File: config.mk
export PLATFORM = sky130hd
export DESIGN_NAME = alu_scheduler
export DESIGN_NICKNAME = d
export VERILOG_FILES = /design/src/rtl/alu_sched_pkg.sv /design/src/rtl/rr_arbiter.sv /design/src/rtl/alu_scheduler.sv
export SDC_FILE = /design/constraint.sdc
export NUM_CORES = 1
export LEC_CHECK = 0
export CORE_UTILIZATION = 44
export DETAILED_ROUTE_END_ITERATION = 7
export GPL_TIMING_DRIVEN = 0
export HOLD_SLACK_MARGIN = 0.03
export MAX_ROUTING_LAYER = met4
export PLACE_DENSITY = 0.92
export SYNTH_ARGS = -nofsm -noshare
export SYNTH_HDL_FRONTEND = slang
export SYNTH_HIERARCHICAL = 1
export SYNTH_SLANG_ARGS = --single-unit
File: constraint.sdc
create_clock -name clk -period 5.35 [get_ports clk]
set_clock_uncertainty 0.2 [all_clocks]
set_input_delay 1.3375 -clock clk [delete_from_list [all_inputs] [get_ports clk]]
set_output_delay 1.3375 -clock clk [all_outputs]
set_load 0.01 [all_outputs]
File: src/rtl/alu_sched_pkg.sv
// Shared types for the round-robin ALU scheduler.
package alu_sched_pkg;

   typedef enum logic [2:0] {
      ADD = 3'b000,
      SUB = 3'b001,
      AND = 3'b010,
      XOR = 3'b011
   } alu_op_e;

   typedef enum logic [1:0] {
      IDLE = 2'd0,
      EXEC = 2'd1,
      RESP = 2'd2
   } sched_state_e;

endpackage

File: src/rtl/rr_arbiter.sv
// Combinational round-robin arbiter: lowest requesting index at or after ptr, wrapping.
module rr_arbiter #(
   parameter  int unsigned NREQ = 4,
   localparam int unsigned PW   = (NREQ > 1) ? $clog2(NREQ) : 1
) (
   input  logic [NREQ-1:0] req,
   input  logic [PW-1:0]   ptr,
   output logic [NREQ-1:0] grant,
   output logic [PW-1:0]   grant_idx,
   output logic            any_grant
);

   logic [PW-1:0] cand;

   always_comb begin
      grant     = '0;
      grant_idx = '0;
      any_grant = 1'b0;
      cand      = '0;
      for (int unsigned k = 0; k < NREQ; k++) begin
         cand = PW'((32'(ptr) + k) % NREQ);
         if (!any_grant && req[cand]) begin
            any_grant   = 1'b1;
            grant[cand] = 1'b1;
            grant_idx   = cand;
         end
      end
   end

endmodule

File: src/rtl/alu_scheduler.sv
// Shares one external ALU among NREQ requesters: arbitrate, execute from
// registered operands, then hold the result until the winner accepts it.
module alu_scheduler
   import alu_sched_pkg::*;
#(
   parameter int unsigned N    = 8,
   parameter int unsigned NREQ = 4
) (
   input  logic              clk,
   input  logic              rst_n,
   input  logic [NREQ-1:0]   req_valid,
   output logic [NREQ-1:0]   req_ready,
   input  logic [NREQ*N-1:0] req_a,
   input  logic [NREQ*N-1:0] req_b,
   input  logic [NREQ*3-1:0] req_op,
   output logic [NREQ-1:0]   rsp_valid,
   input  logic [NREQ-1:0]   rsp_ready,
   output logic [N-1:0]      rsp_result,
   output logic              busy,
   output logic [N-1:0]      alu_a,
   output logic [N-1:0]      alu_b,
   output logic [2:0]        alu_opcode,
   input  logic [N-1:0]      alu_result
);

   localparam int unsigned PW = (NREQ > 1) ? $clog2(NREQ) : 1;

   sched_state_e    state_q;
   logic [PW-1:0]   rr_ptr_q;
   logic [PW-1:0]   id_q;
   logic [N-1:0]    a_q, b_q, res_q;
   logic [2:0]      op_q;

   logic [NREQ-1:0] grant;
   logic [PW-1:0]   grant_idx;
   logic            any_grant;
   logic [N-1:0]    win_a, win_b;
   logic [2:0]      win_op;
   logic [PW-1:0]   rr_ptr_d;

   rr_arbiter #(.NREQ(NREQ)) u_arb (
      .req       (req_valid),
      .ptr       (rr_ptr_q),
      .grant     (grant),
      .grant_idx (grant_idx),
      .any_grant (any_grant)
   );

   // Operand mux for the current winner.
   always_comb begin
      win_a  = '0;
      win_b  = '0;
      win_op = '0;
      for (int unsigned i = 0; i < NREQ; i++) begin
         if (grant_idx == PW'(i)) begin
            win_a  = req_a[i*N +: N];
            win_b  = req_b[i*N +: N];
            win_op = req_op[i*3 +: 3];
         end
      end
   end

   assign rr_ptr_d = (grant_idx == PW'(NREQ - 1)) ? '0 : grant_idx + PW'(1);

   always_ff @(posedge clk or negedge rst_n) begin
      if (!rst_n) begin
         state_q  <= IDLE;
         rr_ptr_q <= '0;
         id_q     <= '0;
         a_q      <= '0;
         b_q      <= '0;
         op_q     <= '0;
         res_q    <= '0;
      end else begin
         case (state_q)
            IDLE: begin
               if (any_grant) begin
                  a_q      <= win_a;
                  b_q      <= win_b;
                  op_q     <= win_op;
                  id_q     <= grant_idx;
                  rr_ptr_q <= rr_ptr_d;
                  state_q  <= EXEC;
               end
            end
            EXEC: begin
               res_q   <= alu_result;
               state_q <= RESP;
            end
            RESP: begin
               if (rsp_ready[id_q]) state_q <= IDLE;
            end
            default: state_q <= IDLE;
         endcase
      end
   end

   // Handshake signals decoded from registered state only.
   always_comb begin
      rsp_valid = '0;
      if (state_q == RESP) rsp_valid[id_q] = 1'b1;
   end

   assign req_ready  = (state_q == IDLE) ? grant : '0;
   assign rsp_result = res_q;
   assign busy       = (state_q != IDLE);
   assign alu_a      = a_q;
   assign alu_b      = b_q;
   assign alu_opcode = op_q;

endmodule

## Word level (Yosys, flattened, before mapping)

Cells that the tools add are included.

| cells by class | value |
|---|---|
| reductions and logical operators | 16 |
| bitwise logic cells | 3 |
| eq/ne operators | 7 |
| $add $sub $neg | 4 |
| $lt $le $gt $ge | 10 |
| muxes and demuxes | 50 |

Operators by type and width:

| kind | count |
|---|---|
| 8-bit two-way mux | 8 |
| 4-bit two-way mux | 6 |
| 2-bit by 3-bit < comparator with 1-bit output (second input constant) | 5 |
| 1-bit two-way mux | 14 |
| 2-bit two-way mux | 7 |
| 3-bit two-way mux | 4 |
| 4-bit OR | 3 |
| 1-bit binary-select mux with 2-bit select | 5 |
| 1-bit demux with 2-bit select | 5 |
| 2-bit by 1-bit >= comparator with 1-bit output (second input constant) | 5 |
| 1-bit logical AND | 8 |
| 2-bit == test (second input constant) | 3 |
| 2-bit case mux with 3 select lines | 1 |
| 2-bit by 1-bit adder with 2-bit output (second input constant) | 2 |
| 2-bit adder (second input constant) | 2 |
| 2-bit by 1-bit == test with 1-bit output (second input constant) | 2 |
| 2-bit zero test | 2 |
| 2-bit != test (second input constant) | 2 |
| 2-bit AND reduction | 2 |
| 1-bit zero test | 3 |
| 2-bit nonzero test | 1 |

| word-level totals | value |
|---|---|
| word-level logic and storage cells | 97 |
| input port bits | 94 |
| bits in registers | 33 |
| output and inout port bits | 36 |

## Logic depth before layout (Yosys ltp)

| depth | value |
|---|---|
| word-level depth | 17 |
| depth in mapped cells | 15 |
| depth with buffers taken out | 11 |

## Modules after synthesis

Netlist, hierarchy kept.

Modules (own cells, without submodules):

| module | seq. area each (sq um) | instances | cells an instance | area each (sq um) |
|---|---|---|---|---|
| alu_scheduler | 825.8 | 1 | 219 | 2127.0 |
| rr_arbiter | 0.0 | 1 | 45 | 419.2 |

## Least setup slack after synthesis

OpenSTA, ideal clock, no wires.

| path | value |
|---|---|
| path kind | input -> output |
| start | in req_valid[2] |
| end | out req_ready[0] |
| arrival | 2.601 ns |
| buffers on the path | 1 |
| required time | 3.813 ns |
| cell stages on the path | 6 |
| setup slack | 1.212 ns |
| path through | mux4_2 > buf_6 > nor4b_4 > a22oi_1 > o21ai_0 > and2_1 |

| between the ends | value |
|---|---|
| word-level cells in the longest chain between the ends | 13 |
| elaborated cells between the ends (all ways) | 25 |
| classes of those cells | mux: 16; bitwise: 3; reduce/logical: 6 |

RTL lines:

| element | RTL line | RTL |
|---|---|---|
| start: declaration | alu_scheduler.sv:11 | `input logic [NREQ-1:0] req_valid,` |
| 1-bit binary-select mux with 2-bit select | rr_arbiter.sv:22 | `if (!any_grant && req[cand]) begin` |
| 1-bit two-way mux (implied by the code) | rr_arbiter.sv:22 |  |
| 1-bit two-way mux | rr_arbiter.sv:22 |  |
| 1-bit zero test | rr_arbiter.sv:22 |  |
| 1-bit logical AND | rr_arbiter.sv:22 |  |
| 1-bit two-way mux | rr_arbiter.sv:22 |  |
| 1-bit zero test | rr_arbiter.sv:22 |  |
| 1-bit logical AND | rr_arbiter.sv:22 |  |
| 1-bit two-way mux | rr_arbiter.sv:22 |  |
| 1-bit zero test | rr_arbiter.sv:22 |  |
| 1-bit logical AND | rr_arbiter.sv:22 |  |
| 4-bit two-way mux (*) | rr_arbiter.sv:22 |  |
| named net grant[0] | alu_scheduler.sv:34 | `logic [NREQ-1:0] grant;` |
| 4-bit two-way mux (*) | alu_scheduler.sv:104 | `assign req_ready = (state_q == IDLE) ? grant : '0;` |
| end: declaration | alu_scheduler.sv:12 | `output logic [NREQ-1:0] req_ready,` |

Mark *: on every way through the listed nets, which the timed path passes. The rest lies on a longest branch. The select of a mux whose other input is x is not followed.

## Worst setup path in the final report

| path | value |
|---|---|
| start | in req_valid[2] |
| end | out req_ready[1] |

The elaborated chain is that of the path after synthesis.

==> results.yml <==
timing:
  tightestPinTransition_ns: 0.733
  slew_viol_final: 0
  fin_crit_sh_pct: 94.2
  tns_ns: 0
  min_period_ns: 5.04
  setup_slack_ns: 0.310
  rsz0062_at_grt: "no"
  relSlewSlack_pct: 51.2
  setup_violations: 0
  max_freq_ghz: 0.198
  hold_viol: 0
critical_path:
  worst_r2r_endpoint: "alu_opcode[1]"
  crit_arrival_ns: 3.50
  critPathBufInv: 4
  reg2reg_slack_ns: 1.51
  cp_max_fo: 10
  start_kind: "input pin"
  r2r_cells: 15
  slowest_stage: "clkdlybuf4s50_1"
  path_class: "in -> out"
  crit_chain: "dlymetal6s2s_1 -> mux4_2 -> buf_6 -> nor4b_4 -> buf_4 -> a22oi_1 -> o21ai_0 -> and2_1 -> clkdlybuf4s50_1"
  end_kind: "output pin"
  required_ns: 3.81
  worst_r2r_startpoint: "rr_ptr_q[1]"
  crit_family: "buffers and inverters"
  slowest_delay_ns: 0.53
clock_tree:
  root_buffer: "clkbuf_8"
  cts_buffer_depth: 2
  cts_hold_repair.buffers: 0
  tritoncts: "yes"
  cts_buffers: 5
  clk_latency_ns: 0.27
  clk_pin_slew_ns: 0.07
  htree_levels: 2
  clkSinkCount: 33
floorplan:
  num_rows: 27
  dieArea_sq_um: 6090
  ios: 130
  core_area_sq_um: 5540
  start_util_pct: 46.0
  fp.dieH_microns: 78.1
  dieWidth_microns: 78.1
synth:
  yosys.area_share.simple_pct: 17.3
  synth_nets: 367
  netlist_area_sq_um: 2550
  yosys_warnings: 6
  muxShareOfSynthArea_pct: 11.3
  syn_area_per_cell_sq_um: 9.64
  yosysSeqAreaShare_pct: 32.4
  synth_top_family_by_area: "compound AO/OA/AOI/OAI gates"
  synth-compound-area-share_pct: 24.6
  synth_seq_cells: 33
  synth-xor-area-share_pct: 0
  synth_cell_types: 35
  synthCells: 264
  synth_fa_ha_area_share_pct: 4.42
final_layout:
  multi_input_area_sq_um: 1470
  nNetsFinal: 505
  n_fill_cell: 430
  antenna_cells: 0
  seq_area_sq_um: 826
  areaGrowthSynthToFinish_pct: 59.1
  drive_gt1_share_pct: 14.6
power_and_ir_drop:
  ir_drop_v: 0.000497
  power_leakage_nw: 1.71
  p_total_w: 0.00304
  cellPowerDensity_nw_per_um2: 750
placement:
  gp_congestion: 0.880
  dp_hpwl_microns: 5760
  post-place-ws_ns: 0.0828
  portBuffers: 129
global_route:
  grt_overflow_total: 0
  grt_first_pass_wirelength_microns: 12300
  track_usage_pct: 25.8
  grt_pass1_vias: 2635
  grt_max_degree: 34
  antenna_found_initial: 0
detailed_routing:
  vias_per_cell: 5.55
  dr.pass1.iters: 4
  drc: 0
  vias: 2638
  drt_iter0_drc: 213
  antenna_left: 0
  drt-total-wl_microns: 7660
  wl_per_cell_microns: 16.1
worst_hold_path:
  hold_depth: 1
  whs_endpoint: "alu_opcode[0]"
  min_from: "alu_opcode[0]"
  hold_class: "reg -> reg"
run:
  maxCapViolCount: 0
outcome:
  status: "completed"
==> final cells by class <==
cell class | count | share of cell area, %
timing repair buffer | 131 | 32.4
clock buffer | 7 | 2.38
multi-input combinational | 183 | 36.2
sequential | 33 | 20.4
inverter | 26 | 2.41
tap | 72 | 2.22
clock inverter | 1 | 0.124
buffer | 22 | 3.86
==> cell usage after synthesis <==
master | number | area share (%)
buf_1 | 1 | 0.15
clkbuf_1 | 3 | 0.44
nor3b_4 | 1 | 0.74
nand2b_1 | 3 | 0.74
a32o_1 | 1 | 0.39
mux2_1 | 1 | 0.44
nor4_1 | 1 | 0.25
o211ai_1 | 1 | 0.29
and2_1 | 4 | 0.98
a22oi_1 | 8 | 2.4
a221oi_2 | 11 | 6.5
nor4b_4 | 1 | 0.93
nor3_1 | 2 | 0.39
mux2i_1 | 1 | 0.39
nand2_1 | 39 | 5.7
ha_1 | 9 | 4.4
o311ai_0 | 1 | 0.34
buf_2 | 5 | 0.98
buf_4 | 8 | 2.4
and2b_2 | 1 | 0.34
mux4_1 | 2 | 2.1
nand3b_1 | 19 | 5.6
dfrtp_1 | 33 | 32
a221oi_1 | 8 | 2.8
buf_6 | 5 | 2.2
mux2_2 | 13 | 5.7
o21ai_0 | 6 | 1.2
a21oi_1 | 20 | 3.9
and4b_1 | 1 | 0.39
mux4_2 | 3 | 2.7
o31ai_1 | 1 | 0.29
nor2_1 | 4 | 0.59
o22a_1 | 19 | 6.5
inv_1 | 26 | 3.8
nor3b_1 | 2 | 0.59
==> report_power, final <==
| part | total [W] | switching [W] | internal, W |
|---|---|---|---|
| Sequential | 0.000491 | 0.0000969 | 0.000394 |
| Clock | 0.000208 | 0.0000918 | 0.000116 |
| Combinational | 0.00234 | 0.00116 | 0.00118 |
| Total | 0.00304 | 0.00135 | 0.00169 |
==> timing repair <==
action	4_1_cts	5_1_grt
setup endpoints to repair	0	4
resized for setup	0	5
buffers inserted	0	2
==> layer usage <==
layer | global-route usage [%] | vias up | wire length, microns
li1 | - | 1237 | -
met1 | 30.4 | 1277 | 3060
met2 | 45.4 | 114 | 4040
met3 | 3.72 | 10 | 452
met4 | 8.52 | 0 | 114
met5 | - | - | 0
==> stage by stage <==
step,hold WS [ns],instances,utilization (%),instance area (sq um)
after floorplan,0.349,264,-,2550
after global placement,0.288,465,70.9,3930
after detailed placement,0.296,465,70.8,3920
after CTS,0.312,473,72.6,4020
after global routing,0.333,475,73.1,4050
final,0.308,475,73.1,4050
==> layout by cell type (no fill, tap or decap) <==
cell type	n
buf_4	10
and2b_2	1
dfrtp_1	33
nand3b_1	19
nor3_1	2
a221oi_2	11
nor3b_1	2
o21ai_0	6
nand2b_1	3
buf_6	5
mux2i_1	1
mux4_1	2
dlymetal6s2s_1	5
o311ai_0	1
clkinv_2	1
a22oi_1	8
mux2_1	1
nand2_1	39
nor4_1	1
a21oi_1	20
inv_1	26
o31ai_1	1
clkbuf_8	7
mux4_2	3
clkbuf_1	3
a221oi_1	8
nor3b_4	1
o211ai_1	1
and2_1	4
a32o_1	1
nor4b_4	1
nor2_1	4
buf_1	1
buf_2	6
ha_1	9
clkdlybuf4s50_1	123
and4b_1	1
o22a_1	19
mux2_2	13
==> cell families (layout without fill, tap and decap cells) <==
kind of cell,Yosys count,in the layout
flip-flops,33,33
AO/OA/AOI/OAI,76,76
AND/OR/NAND/NOR,78,78
adder cells (fa/ha/maj),9,9
buffers and inverters,48,187
multiplexers,20,20
==> worst max path at each step <==
stage | endpoint | depth (start not counted) | slack [ns] | start
2_1_floorplan | req_ready[0] | 6 | 1.21 | req_valid[2]
5_1_grt | req_ready[3] | 8 | 0.22 | req_valid[2]
3_3_place_gp | req_ready[0] | 8 | 0.17 | req_valid[2]
3_5_place_dp | req_ready[3] | 8 | 0.08 | req_valid[2]
6_report | req_ready[1] | 9 | 0.31 | req_valid[2]
4_1_cts | req_ready[3] | 8 | 0.08 | req_valid[2]
==> worst register-to-register path, stage by stage (launching register included) <==
cell	delay, ns
dfrtp_1	0.53
inv_1	0.16
ha_1	0.38
mux4_2	0.32
buf_6	0.16
nor4b_4	0.37
buf_4	0.17
nor2_1	0.04
a32o_1	0.27
inv_1	0.10
ha_1	0.14
buf_4	0.17
buf_4	0.20
nand3b_1	0.13
a221oi_2	0.26
o22a_1	0.19
==> registers in the layout (all words and copies together) (netlist names) <==
| signal | flops |
|---|---|
| rsp_result | 8 |
| rr_ptr_q | 2 |
| alu_b | 8 |
| alu_a | 8 |
| state_q | 2 |
| alu_opcode | 3 |
| id_q | 2 |
Note: power is estimated with default switching activity, not from simulation.
